--- src/rtl/mips_muldiv_unit.sv ---
// HI/LO execution unit: iterative signed MULT/DIV (one bit per cycle),
// single-cycle MTHI/MTLO, and the architectural HI/LO registers.
module mips_muldiv_unit #(
    parameter int DATA_WIDTH = 32,
    parameter int SEL_WIDTH  = 2
) (
    input  logic                  clk,
    input  logic                  rst_n,
    input  logic                  hi_write,
    input  logic                  lo_write,
    input  logic [SEL_WIDTH-1:0]  hi_select,
    input  logic [SEL_WIDTH-1:0]  lo_select,
    input  logic [DATA_WIDTH-1:0] srca,
    input  logic [DATA_WIDTH-1:0] srcb,
    output logic [DATA_WIDTH-1:0] hi,
    output logic [DATA_WIDTH-1:0] lo,
    output logic                  busy,
    output logic                  done
);

    localparam int W     = DATA_WIDTH;
    localparam int CNT_W = $clog2(DATA_WIDTH + 1);

    localparam logic [SEL_WIDTH-1:0] SEL_MOVE = SEL_WIDTH'(1);
    localparam logic [SEL_WIDTH-1:0] SEL_DIV  = SEL_WIDTH'(2);
    localparam logic [SEL_WIDTH-1:0] SEL_MUL  = SEL_WIDTH'(3);

    typedef enum logic [1:0] {
        S_IDLE = 2'd0,
        S_MUL  = 2'd1,
        S_DIV  = 2'd2,
        S_FIX  = 2'd3
    } state_t;

    state_t             state;
    logic [CNT_W-1:0]   counter;
    logic               op_div;
    logic               a_neg;
    logic               b_neg;
    logic [2*W-1:0]     mcand;
    logic [W-1:0]       mplier;
    logic [2*W-1:0]     acc;
    logic [W-1:0]       rem;
    logic [W-1:0]       quot;
    logic [W-1:0]       divisor;

    logic               cmd_mul;
    logic               cmd_div;
    logic               cmd_mthi;
    logic               cmd_mtlo;
    logic [W-1:0]       a_abs;
    logic [W-1:0]       b_abs;
    logic [2*W-1:0]     acc_nxt;
    logic [W:0]         rem_sh;
    logic [W:0]         diff;
    logic [2*W-1:0]     prod_fix;
    logic [W-1:0]       quot_fix;
    logic [W-1:0]       rem_fix;
    logic [W-1:0]       res_hi;
    logic [W-1:0]       res_lo;
    logic               last_iter;

    always_comb begin
        cmd_mul   = hi_write && lo_write && (hi_select == SEL_MUL) && (lo_select == SEL_MUL);
        cmd_div   = hi_write && lo_write && (hi_select == SEL_DIV) && (lo_select == SEL_DIV);
        cmd_mthi  = hi_write && (hi_select == SEL_MOVE);
        cmd_mtlo  = lo_write && (lo_select == SEL_MOVE);
        a_abs     = srca[W-1] ? -srca : srca;
        b_abs     = srcb[W-1] ? -srcb : srcb;
        last_iter = (counter == CNT_W'(W - 1));

        acc_nxt   = acc + (mplier[0] ? mcand : '0);

        // Restoring step: a negative trial (top bit set) keeps the shifted remainder.
        rem_sh    = {rem, quot[W-1]};
        diff      = rem_sh - {1'b0, divisor};

        prod_fix  = (a_neg ^ b_neg) ? -acc : acc;
        // Divide by zero: all-ones quotient; the remainder path already yields srca.
        quot_fix  = (divisor == '0) ? '1 : ((a_neg ^ b_neg) ? -quot : quot);
        rem_fix   = a_neg ? -rem : rem;
        res_hi    = op_div ? rem_fix  : prod_fix[2*W-1:W];
        res_lo    = op_div ? quot_fix : prod_fix[W-1:0];
    end

    assign busy = (state != S_IDLE);

    always_ff @(posedge clk or negedge rst_n) begin
        if (!rst_n) begin
            state   <= S_IDLE;
            counter <= '0;
            op_div  <= 1'b0;
            a_neg   <= 1'b0;
            b_neg   <= 1'b0;
            mcand   <= '0;
            mplier  <= '0;
            acc     <= '0;
            rem     <= '0;
            quot    <= '0;
            divisor <= '0;
            hi      <= '0;
            lo      <= '0;
            done    <= 1'b0;
        end else begin
            done <= 1'b0;
            case (state)
                S_IDLE: begin
                    if (cmd_mul || cmd_div) begin
                        state   <= cmd_mul ? S_MUL : S_DIV;
                        op_div  <= cmd_div;
                        a_neg   <= srca[W-1];
                        b_neg   <= srcb[W-1];
                        counter <= '0;
                        mcand   <= {{W{1'b0}}, a_abs};
                        mplier  <= b_abs;
                        acc     <= '0;
                        rem     <= '0;
                        quot    <= a_abs;
                        divisor <= b_abs;
                    end else begin
                        if (cmd_mthi) hi <= srca;
                        if (cmd_mtlo) lo <= srca;
                    end
                end
                S_MUL: begin
                    acc     <= acc_nxt;
                    mcand   <= mcand << 1;
                    mplier  <= mplier >> 1;
                    counter <= counter + 1'b1;
                    if (last_iter) state <= S_FIX;
                end
                S_DIV: begin
                    rem     <= diff[W] ? rem_sh[W-1:0] : diff[W-1:0];
                    quot    <= {quot[W-2:0], ~diff[W]};
                    counter <= counter + 1'b1;
                    if (last_iter) state <= S_FIX;
                end
                S_FIX: begin
                    hi    <= res_hi;
                    lo    <= res_lo;
                    done  <= 1'b1;
                    state <= S_IDLE;
                end
                default: state <= S_IDLE;
            endcase
        end
    end

endmodule
--- config.mk ---
export PLATFORM = sky130hd
export DESIGN_NAME = mips_muldiv_unit
export DESIGN_NICKNAME = d
export VERILOG_FILES = /design/src/rtl/mips_muldiv_unit.sv
export SDC_FILE = /design/constraint.sdc
export NUM_CORES = 1
export LEC_CHECK = 0
export BUFFER_PORTS_ARGS = -buffer_cell sky130_fd_sc_hd__buf_4
export CAP_MARGIN = 20
export CORE_MARGIN = 3
export CORE_UTILIZATION = 35
export CTS_BUF_LIST = sky130_fd_sc_hd__clkbuf_8
export CTS_CLUSTER_DIAMETER = 200
export DETAILED_ROUTE_END_ITERATION = 10
export SYNTH_ARGS = -nofsm -noshare
export SYNTH_HDL_FRONTEND = slang
export SYNTH_SLANG_ARGS = --single-unit
--- constraint.sdc ---
create_clock -name clk -period 5 [get_ports clk]
set_input_delay 0.5 -clock clk [delete_from_list [all_inputs] [get_ports clk]]
set_output_delay 0.5 -clock clk [all_outputs]
set_load 0.05 [all_outputs]
# == Word-level counts from Yosys, hierarchy flattened ==
# Cells that the tools add are included.
# word_totals
register_bits,332
word_cells,95
in_bits,72
out_inout_bits,66
# op_classes
n_bitwise,2
eq_ne,15
addsub,8
reduce_logical,23
muxes,33
# op_table
op,n
two-way mux 32 bit,15
case mux 32 bit (2 select lines),5
two-way mux 64 bit,4
case mux 64 bit (2 select lines),2
negator 32 bit,4
adder 64 bit,1
negator 64 bit,1
subtractor 33 x 32 -> 33 bit,1
zero test 32 bit,1
"== test 2 bit, second input constant",6
case mux 6 bit (2 select lines),1
AND reduction 2 bit,5
nonzero test 2 bit,5
"inequality test 2 bit, second input constant",4
logical AND 1 bit,7
"adder 6 x 1 -> 6 bit, second input constant",1
"== test 2 x 1 -> 1 bit, second input constant",3
"== test 6 x 5 -> 1 bit, second input constant",1
two-way mux 2 bit,3
two-way mux 6 bit,1
case mux 2 bit (3 select lines),1
AND reduction 3 bit,2
zero test 2 bit,1
"inequality test 2 x 1 -> 1 bit, second input constant",1
other kinds (5),5

# == Longest topological paths before layout ==
# Gate-level depths: netlist of the first run.
# logic_depth
word_depth,6
mapped_depth,15
mapped_depth_nobuf,14

# == Least setup slack after synthesis of the first run ==
# No wires, ideal clock.
# synth_timing
path_type,register -> register
start,register quot[31]
end,register rem[2]
setup_ps,122
stages_incl_launch_ff,16
setup_slack_ps,1445
period_less_slack_ps,3555
n_path_buf,1
t_required_ps,4878
t_arrival_ps,3434
path_cell_list,dfrtp_1 > inv_1 > ha_1 > inv_1 > fa_1 > a211oi_1 > o21bai_1 > o31ai_1 > o21ai_1 > a2111oi_2 > o31ai_1 > a21oi_1 > xnor2_2 > buf_2 > nand2_1 > a32o_1
# synth_between
elab_chain_len,3
# synth_lines
item,line,source
from (decl),44,logic [W-1:0] quot;
from (signal assigned),118,quot <= a_abs;
from (signal assigned),134,"quot <= {quot[W-2:0], ~diff[W]};"
subtractor 33 x 32 -> 33 bit,76,"diff = rem_sh - {1'b0, divisor};"
two-way mux 32 bit,133,rem <= diff[W] ? rem_sh[W-1:0] : diff[W-1:0];
case mux 32 bit (2 select lines),106,case (state)
to (signal assigned),133,
to (decl),43,logic [W-1:0] rem;
# No other way between the ends.
# A chain may end at the register's enable or synchronous reset.

# == Worst setup path after layout of the first run ==
# layout_timing
start,register quot[31]
end,register rem[11]
# Same word-level chain as after synthesis.

==> results of run 1 <==
[sequential cells by signal (all words and copies together) (netlist names)]
name and cells:
acc 64, mcand 64, divisor 32, hi 32
lo 32, mplier 32, quot 32, rem 32
counter 6, state 2, a_neg 1, b_neg 1
done 1, op_div 1
[cell type report]
cell class	instances	share of cell area, %
antenna	1	0.00924
clock buffer	75	3.81
clock inverter	30	0.554
inverter	85	1.18
multi-input combinational	2264	54.7
sequential	332	30.7
tap	873	4.03
timing repair buffer	168	4.98
[per-stage QoR]
step / instances / power (mW) / instance area [um2] / worst slack [ps]
final: 3828 / 16.8 / 27100 / 874
after global routing: 3828 / 18.0 / 27100 / 584
after CTS: 3826 / 16.8 / 27100 / 655
after detailed placement: 3720 / 14.1 / 25900 / 687
after global placement: 3719 / 14.1 / 25800 / 771
after floorplan: 2840 / 11.2 / 23900 / 1440
[cells in the final DEF, fill, tap and decap left out, types with 8 or more instances in the layout]
cell type,netlist,routed
o21bai_1,19,19
o221ai_1,47,47
nor2b_1,14,14
nand3_1,35,35
xnor2_1,159,158
o31ai_1,45,43
o21ai_1,10,9
nand2_1,276,275
nor2_1,271,270
a22o_1,38,38
or4_1,24,24
a21oi_1,246,246
or2_2,8,8
nand4_1,26,26
dfrtp_1,332,331
inv_1,82,101
o22ai_1,9,9
clkbuf_8,0,75
o211ai_1,17,17
and2_1,66,66
ha_1,105,104
buf_4,0,160
a211oi_1,12,12
a21o_1,40,40
nor4_1,32,32
nand2b_1,54,54
clkinv_2,0,9
o21ai_0,239,238
or3_1,10,10
xor2_1,105,104
o41ai_1,29,29
a31oi_1,53,53
nor3_1,42,42
mux2i_1,105,105
o21a_1,13,13
[path summary, 6_finish.rpt]
check / slack, ps / start / depth (start not counted) / to
setup / recovery: 870 / quot[31]$_DFFE_PN0P_ / 14 / rem[11]$_DFFE_PN0P_
hold / removal: 80 / lo_select[0] / 2 / op_div$_DFFE_PN0P_
setup reg to reg: 870 / quot[31]$_DFFE_PN0P_ / 14 / rem[11]$_DFFE_PN0P_
hold reg to reg: 490 / mplier[15]$_DFFE_PN0P_ / 2 / mplier[15]$_DFFE_PN0P_
max in group asynchronous: 3330 / rst_n / 3 / quot[16]$_DFFE_PN0P_
min in group asynchronous: 450 / rst_n / 2 / mplier[9]$_DFFE_PN0P_
[timing repair]
action / CTS / global route
gates resized for setup: 0 / 0
hold buffers: 1 / 0
buffers inserted: 0 / 0
endpoints found under the hold margin: 101 / 0
[routing by layer]
| layer | track usage [%] | share of wire, % | routed length [um] | up-vias |
|---|---|---|---|---|
| li1 | - | - | - | 10400 |
| met1 | 30.6 | 47 | 36500 | 10300 |
| met2 | 31.5 | 43 | 33100 | 617 |
| met3 | 3.73 | 6.6 | 5080 | 98 |
| met4 | 6.88 | 3.2 | 2450 | 0 |
| met5 | 0 | 0 | 0 | - |
[logic make-up (layout without fill, tap and decap cells)]
group / count (synthesis) / in the layout / share of synthesized area [%]
AOI/OAI and AO/OA: 891 / 891 / 23.7
and+or+nand+nor: 890 / 890 / 17.7
DFF: 332 / 332 / 34.7
xor gates and xnor gates: 266 / 266 / 9.79
buffers and inverters: 244 / 358 / 3.84
muxes: 110 / 110 / 4.63
adders and majority gates: 107 / 107 / 5.65
other: 0 / 1 / 0
[worst max-delay path: cells and delay by family, from the launching register on]
kind	cells	cell delay [ps]
buf+inv	2	180
flops	1	360
xor+xnor	1	340
fa+ha+maj	2	600
compound gates	8	2210
simple gates	1	340
[power by group]
group,internal [mW],switching (mW)
clock network,1.35,1.21
logic,3.34,6.17
registers,3.67,1.05
total,8.36,8.44
==> impl_metrics.yaml, run 1 <==
sta:
  setup_violations: 0
  final.min_clock_period_ps: 4130
  setup_tns_ps: 0
  hold_violations: 0
  rsz0062_at_grt: "no"
  max_freq_mhz: 242
  slew_viol_final: 0
  worstMarginPinSlew_ps: 1010
  fin_crit_sh_pct: 82.5
  max_slew_margin_pct: 32.3
  finClkSkew_ps: 58.5
  whs_ps: 80.5
grt:
  grt_pass1_wl_mm: 119
  overflow: 0
  grt_pass1_vias: 20000
  track_usage_pct: 21.0
  grt_start_max_net_pins: 109
  antenna_found_initial: 1
setup_path:
  critPathArrivalTime_ps: 4690
  cp_slowest_cell: "a21oi_1"
  end_kind: "flop"
  crit_type: "reg2reg"
  start_kind: "flop"
  cp.required_ps: 5560
  slowest_delay_ps: 470
  worstPathCellList: "inv_1 -> ha_1 -> inv_1 -> fa_1 -> a211oi_1 -> o21bai_1 -> o31ai_1 -> o21ai_1 -> a2111oi_2 -> o31ai_1 -> a21oi_1 -> xnor2_4 -> nand2_1 -> o21ai_0"
  crit_fanout: 14
floorplan:
  core_area_um2: 67500
  ioPinCount: 138
  dieWidth_um: 268
  rows: 95
  start_util_pct: 35.5
  die_area_um2: 71600
  fp.dieH_um: 268
routing:
  vias: 21400
  vias_per_cell: 5.59
  ant_nets: 0
  drt_pass1_iterations: 5
  post_drt_wl_per_cell_um: 20.2
  route.detailed.drc: 0
  drt-initial-drc-count: 2025
  wl_mm: 77.1
final_layout:
  nNetsFinal: 3089
  drive_gt1_share_pct: 10.4
  final.fill_count: 6867
  seq_area_um2: 8310
  fin_util_pct: 40.1
  synthToLayoutAreaGrowth_pct: 13.1
  multi_input_area_um2: 14800
min_path:
  worstHoldPathType: "in2reg"
yosys:
  ys_async_sr_fraction_pct: 100
  synth_area_leaders: "dfrtp_1, xnor2_1, ha_1, a21oi_1, o21ai_0"
  synth_cell_types: 86
  yosysMostFrequentCell: "dfrtp_1"
  synth_top_area_share_pct: 34.7
  syn-instance-count: 2840
  yosysSeqAreaShare_pct: 34.7
  synth_edf_count: 0
  yosys_most_used_dff: "dfrtp_1"
  ys_seq_elements: 332
  synth_warnings: 0
  synth_largest_area_cell: "dfrtp_1"
  synth_nets: 3019
  netlist_area_um2: 23900
  synth.avg_cell_area_um2: 8.43
  yosys-top-cells-count: "dfrtp_1, nand2_1, nor2_1"
clock_network:
  path_clk_slew_ps: 60
  clkLatencyLatePin_ps: 710
  cts_root_buffer: "clkbuf_8"
  clock-sinks: 332
  cts_buffer_depth: 3
  htree_levels: 2
  cts_tree: "built"
  cts_buffers: 59
placed_design:
  gp_congestion: 0.921
  dp_hpwl_mm: 58.1
  io_buffers: 137
power:
  p_leak_nw: 12.0
  p_per_area_nw_per_um2: 620
  ir_drop_mv: 0.437
status:
  status: "completed"
flow_run:
  drv_cap: 0
No activity file was read; power rests on OpenSTA's default activity.
==> run 2, diff against run 1 <==
==> constraint.sdc (replaced) <==
create_clock -name clk -period 3.6 [get_ports clk]
set_input_delay 0.36 -clock clk [delete_from_list [all_inputs] [get_ports clk]]
set_output_delay 0.36 -clock clk [all_outputs]
set_load 0.05 [all_outputs]
==> run 2 against run 1 <==
Sequential power up 37%; combinational power is 48% higher; clock skew increased by 16 ps; via count up 5.1%; sequential share of layout area shrank 1.3 points.
==> impl_metrics.yaml, run 2 (same netlist as run 1, synthesis figures left out) <==
routing:
  vias: 22500
  wl_mm: 80.6
  drt_pass1_iterations: 5
  vias_per_cell: 5.69
  route.detailed.drc: 0
  ant_nets: 0
  post_drt_wl_per_cell_um: 20.4
  drt-initial-drc-count: 2026
clock_network:
  path_clk_slew_ps: 70
  cts_root_buffer: "clkbuf_8"
  cts_tree: "built"
  htree_levels: 2
  clkLatencyLatePin_ps: 700
  clock-sinks: 332
  cts_buffers: 58
  cts_buffer_depth: 3
min_path:
  worstHoldPathType: "in2reg"
  hold_path_depth: 3
  min_from: "srca[29]"
  min_to: "lo[29]$_DFFE_PN0P_"
sta:
  setup_violations: 0
  fin_crit_sh_pct: 96.3
  final.min_clock_period_ps: 3470
  max_freq_mhz: 288
  slew_viol_final: 0
  hold_violations: 0
  max_slew_margin_pct: 33.0
  worstMarginPinSlew_ps: 999
  whs_ps: 49.2
  finClkSkew_ps: 74.2
setup_path:
  cp.required_ps: 4100
  end_kind: "flop"
  crit_fanout: 5
  rr_startpoint: "acc[13]$_DFFE_PN0P_"
  critPathArrivalTime_ps: 3970
  r2r_end: "hi[31]$_DFFE_PN0P_"
  reg2reg_depth: 10
  crit_type: "reg2reg"
  regToRegSetupSlack_ps: 130
  start_kind: "flop"
final_layout:
  layout.cells.non_filler: 3956
  multi_input_area_um2: 15000
  final.fill_count: 6791
  drive_gt1_share_pct: 14.9
  layout_common_cells: "dfrtp_1, buf_4, nand2_1"
  final_common_cell: "dfrtp_1"
  seq_area_um2: 8310
  nNetsFinal: 3219
  synthToLayoutAreaGrowth_pct: 18.3
  largestRegisters: "acc (64), mcand (64)"
grt:
  grt_pass1_vias: 20700
  grt_pass1_wl_mm: 124
  overflow: 0
  antenna_found_initial: 1
  track_usage_pct: 21.8
  grt_start_max_net_pins: 84
power:
  p_int_mw: 12.3
  p_per_area_nw_per_um2: 856
  p_leak_nw: 12.6
  p_sw_mw: 11.9
  pwr-share-clk_pct: 15.4
  seqPwrFrac_pct: 26.7
  swShare_pct: 49.3
  combPwrFrac_pct: 58.0
  ir_drop_mv: 0.467
floorplan:
  rows: 95
  die_area_um2: 71600
  ioPinCount: 138
  core_area_um2: 67500
  start_util_pct: 35.5
  dieWidth_um: 268
  fp.dieH_um: 268
placed_design:
  dp_hpwl_mm: 61.2
  io_buffers: 137
  place_inst: 3845
  gp_congestion: 0.921
status:
  status: "completed"
flow_run:
  drv_cap: 0
==> run 2: cell count changes in the layout (fill, tap and decap cells not counted), moves of 3 or more <==
cell	previous run	this run
nor4_1	32	29
a21oi_1	246	241
o31ai_2	3	6
nor4_2	1	4
dlygate4sd3_1	1	7
a21oi_2	0	5
a31oi_1	53	50
buf_4	160	281
inv_1	101	95
a31oi_2	0	3
o31ai_1	43	40
buf_12	4	7
==> run 2: critical path: stages, from the launching register on <==
cell and delay [ps]:
dfrtp_1 380, or4_4 550, or4b_4 570, nor4_4 360, and3_4 290, and2b_4 210
nand3b_4 110, o41ai_4 230, xnor2_1 140, o21ai_1 300, o221ai_1 180
==> run 2: final cells by class <==
class / instances / share of cell area, %
inverter: 85 / 1.13
sequential: 332 / 29.3
tap: 873 / 3.86
timing repair buffer: 299 / 8.48
antenna: 1 / 0.00884
clock inverter: 26 / 0.610
multi-input combinational: 2264 / 52.9
clock buffer: 76 / 3.69
==> run 2: how the worst max path moves through the flow <==
stage | from | to | slack, ps | cells past startpoint
6_report | acc[13]$_DFFE_PN0P_ | hi[31]$_DFFE_PN0P_ | 130 | 10
3_5_place_dp | mcand[0]$_DFFE_PN0P_ | acc[60]$_DFFE_PN0P_ | 60 | 14
3_3_place_gp | mplier[0]$_DFFE_PN0P_ | acc[55]$_DFFE_PN0P_ | 130 | 15
5_1_grt | mplier[0]$_DFFE_PN0P_ | acc[21]$_DFFE_PN0P_ | -10 | 13
4_1_cts | mcand[0]$_DFFE_PN0P_ | acc[60]$_DFFE_PN0P_ | 20 | 14
2_1_floorplan | quot[31]$_DFFE_PN0P_ | rem[2]$_DFFE_PN0P_ | 40 | 15
==> run 2: repair_timing <==
action | 4_1_cts | 5_1_grt
gates cloned | 0 | 1
hold buffers | 7 | 0
setup endpoints to repair | 1 | 56
pin swaps | 1 | 5
setup buffers | 0 | 0
resized for setup | 0 | 30
endpoints found under the hold margin | 84 | 0
==> run 2: metal layers <==
| metal | up-vias | routed length, um | track usage (%) |
|---|---|---|---|
| met5 | - | 0 | 0 |
| met4 | 0 | 2460 | 6.87 |
| met3 | 109 | 4500 | 2.27 |
| met2 | 710 | 34800 | 32.8 |
| met1 | 11000 | 38900 | 32.8 |
| li1 | 10700 | - | - |
==> run 2: power groups by stage <==
stage | Clock (mW) | Sequential, mW | Combinational [mW]
3_3_place_gp | 0 | 6.46 | 13.6
6_report | 3.73 | 6.46 | 14.1
3_5_place_dp | 0 | 6.47 | 13.7
4_1_cts | 3.80 | 6.42 | 13.8
2_1_floorplan | 0 | 7.23 | 8.26
5_1_grt | 3.96 | 6.60 | 15.2
==> run 2: stage by stage <==
step / total power [mW] / util, % / setup WS [ps] / TNS, ps / cell area, um2
finish: 24.2 / 41.9 / 133 / 0 / 28300
global route: 25.8 / 41.9 / -14.1 / -23.0 / 28300
global placement: 20.1 / 39.7 / 127 / 0 / 26800
CTS: 24.0 / 41.7 / 19.0 / 0 / 28100
floorplan: 15.5 / - / 44.8 / 0 / 23900
detailed placement: 20.2 / 39.8 / 60.9 / 0 / 26900
==> run 3, diff against run 2 <==
--- a/config.mk
+++ b/config.mk
@@ -12,6 +12,7 @@
 export CTS_BUF_LIST = sky130_fd_sc_hd__clkbuf_8
 export CTS_CLUSTER_DIAMETER = 200
 export DETAILED_ROUTE_END_ITERATION = 10
+export SETUP_SLACK_MARGIN = 0.15
 export SYNTH_ARGS = -nofsm -noshare
 export SYNTH_HDL_FRONTEND = slang
 export SYNTH_SLANG_ARGS = --single-unit
==> constraint.sdc (replaced) <==
create_clock -name clk -period 3.6 [get_ports clk]
set_input_delay 0.36 -clock clk [delete_from_list [all_inputs] [get_ports clk]]
set_output_delay 0.36 -clock clk [all_outputs]
set_load 0.005 [all_outputs]
==> run 3 against run 2 <==
Final area is 1.4% higher; sequential power is 0.8% higher; clock skew is 3.8 ps lower; die area stayed put; first-iteration DRC count is 3.4% lower; critical path depth is 6 higher; power is 2.6% lower; worst hold slack worse by 14 ps; register-to-register slack better by 120 ps; utilization is 0.57 points higher; global-route usage hardly changed; via count is 1.0% lower; largest power group unchanged; highest routed layer unchanged.
==> impl_metrics.yaml, run 3 (same netlist as run 1, synthesis figures left out) <==
status:
  status: "completed"
clock_network:
  cts_root_buffer: "clkbuf_8"
  cts_tree: "built"
  clkLatencyLatePin_ps: 700
  cts_buffer_depth: 3
  cts_buffers: 60
  htree_levels: 2
  path_clk_slew_ps: 60
  clock-sinks: 332
sta:
  max_slew_margin_pct: 24.7
  worstMarginPinSlew_ps: 1130
  fin_crit_sh_pct: 93.0
  hold_violations: 0
  setup_violations: 0
  postLayoutSetupSlackWorst_ps: 253
  rsz0062_at_grt: "yes"
  finClkSkew_ps: 70.4
  final.min_clock_period_ps: 3350
  slew_viol_final: 0
  max_freq_mhz: 299
  whs_ps: 35.1
placed_design:
  io_buffers: 137
  dp_hpwl_mm: 60.6
  gp_congestion: 0.924
  dp_slack_ps: -18.8
  place_inst: 3823
  place_area_um2: 26700
final_layout:
  drive_gt1_share_pct: 16.1
  synthToLayoutAreaGrowth_pct: 19.9
  layout_common_cells: "dfrtp_1, nand2_1, nor2_1"
  layout.cells.non_filler: 3955
  stdcell_area_um2: 28700
  final.fill_count: 6728
  largestRegisters: "acc (64), mcand (64)"
  nNetsFinal: 3212
  final_common_cell: "dfrtp_1"
power:
  swShare_pct: 46.4
  ir_drop_mv: 0.565
  pwr-share-clk_pct: 17.5
  p_int_mw: 12.7
  p_leak_nw: 12.7
  p_per_area_nw_per_um2: 823
  seqPwrFrac_pct: 27.6
  combPwrFrac_pct: 55.0
  p_sw_mw: 10.9
setup_path:
  crit_fanout: 8
  cp.required_ps: 4140
  critPathArrivalTime_ps: 3890
  end_kind: "flop"
  reg2reg_depth: 16
  crit_type: "reg2reg"
  start_kind: "flop"
floorplan:
  fp.dieH_um: 268
  ioPinCount: 138
  core_area_um2: 67500
  die_area_um2: 71600
  dieWidth_um: 268
  start_util_pct: 35.5
  rows: 95
grt:
  track_usage_pct: 21.8
  grt_start_max_net_pins: 109
  antenna_found_initial: 1
  overflow: 0
  grt_pass1_wl_mm: 123
  grt_pass1_vias: 20600
routing:
  wl_mm: 80.7
  vias_per_cell: 5.63
  drt-initial-drc-count: 1958
  drt_pass1_iterations: 5
  vias: 22300
  route.detailed.drc: 0
  ant_nets: 0
  post_drt_wl_per_cell_um: 20.4
min_path:
  worstHoldPathType: "in2reg"
  hold_path_depth: 3
flow_run:
  drv_cap: 0
-- run 3: worst max-delay path, cell delays in order (launching register included) --
cell and delay, ps:
dfrtp_1 370, inv_2 80, ha_4 140, inv_2 30, fa_2 340, a211oi_2 190
o21bai_1 110, o31ai_2 260, o21ai_2 130, a2111oi_4 410, o31ai_2 100, a21oi_2 150
buf_6 140, xnor2_4 220, clkbuf_16 250, mux2i_1 190, o21ai_1 80
-- run 3: layout make-up --
cell class / count / area (um2) / share of cell area, %
Tap cell: 873 / 1090 / 3.80
Inverter: 85 / 320 / 1.12
Clock buffer: 76 / 1050 / 3.64
Sequential cell: 332 / 8310 / 29.0
Multi-Input combinational cell: 2264 / 15200 / 53.0
Timing Repair Buffer: 290 / 2380 / 8.31
Antenna cell: 1 / 2.50 / 0.00872
Clock inverter: 34 / 323 / 1.12
-- run 3: layer usage --
layer	wire length, um	part of all wire, %	vias up	GRT usage, %
met3	5510	6.8	104	2.79
met2	34400	43	724	32.2
met1	38500	48	10800	33.1
met5	0	0	-	0
met4	2250	2.8	0	6.25
li1	-	-	10700	-
-- run 3: what timing repair did --
item / CTS / global route
buffers inserted: 2 / 9
gates resized for setup: 9 / 94
gates cloned: 0 / 2
hold endpoints to repair: 216 / 0
setup endpoints to repair: 44 / 65
hold buffers: 8 / 0
pin swaps: 2 / 23
-- run 3: stage by stage --
stage          utilization [%]  power [mW]  setup TNS [ps]
2_1_floorplan                -        14.3               0
5_1_grt                   42.5        25.2               0
3_5_place_dp              39.6        18.9           -32.9
3_3_place_gp              39.6        18.8               0
4_1_cts                   41.8        23.1               0
6_report                  42.5        23.6               0
-- run 3: final timing paths --
| kind | startpoint | to | slack, ps |
|---|---|---|---|
| max | quot[31]$_DFFE_PN0P_ | rem[10]$_DFFE_PN0P_ | 250 |
| min | srca[5] | lo[5]$_DFFE_PN0P_ | 40 |
| max reg2reg | quot[31]$_DFFE_PN0P_ | rem[10]$_DFFE_PN0P_ | 250 |
| min reg2reg | mplier[15]$_DFFE_PN0P_ | mplier[15]$_DFFE_PN0P_ | 490 |
| max in group asynchronous | rst_n | op_div$_DFFE_PN0P_ | 2480 |
| min in group asynchronous | rst_n | divisor[8]$_DFFE_PN0P_ | 150 |
-- run 3: power groups by stage --
stage                     registers (mW)  clock network (mW)  logic [mW]
after floorplan                     6.07                   0        8.24
after global placement              6.50                   0        12.3
after detailed placement            6.49                   0        12.4
after CTS                           6.45                4.20        12.5
after global routing                6.65                4.37        14.1
final                               6.51                4.12        13.0
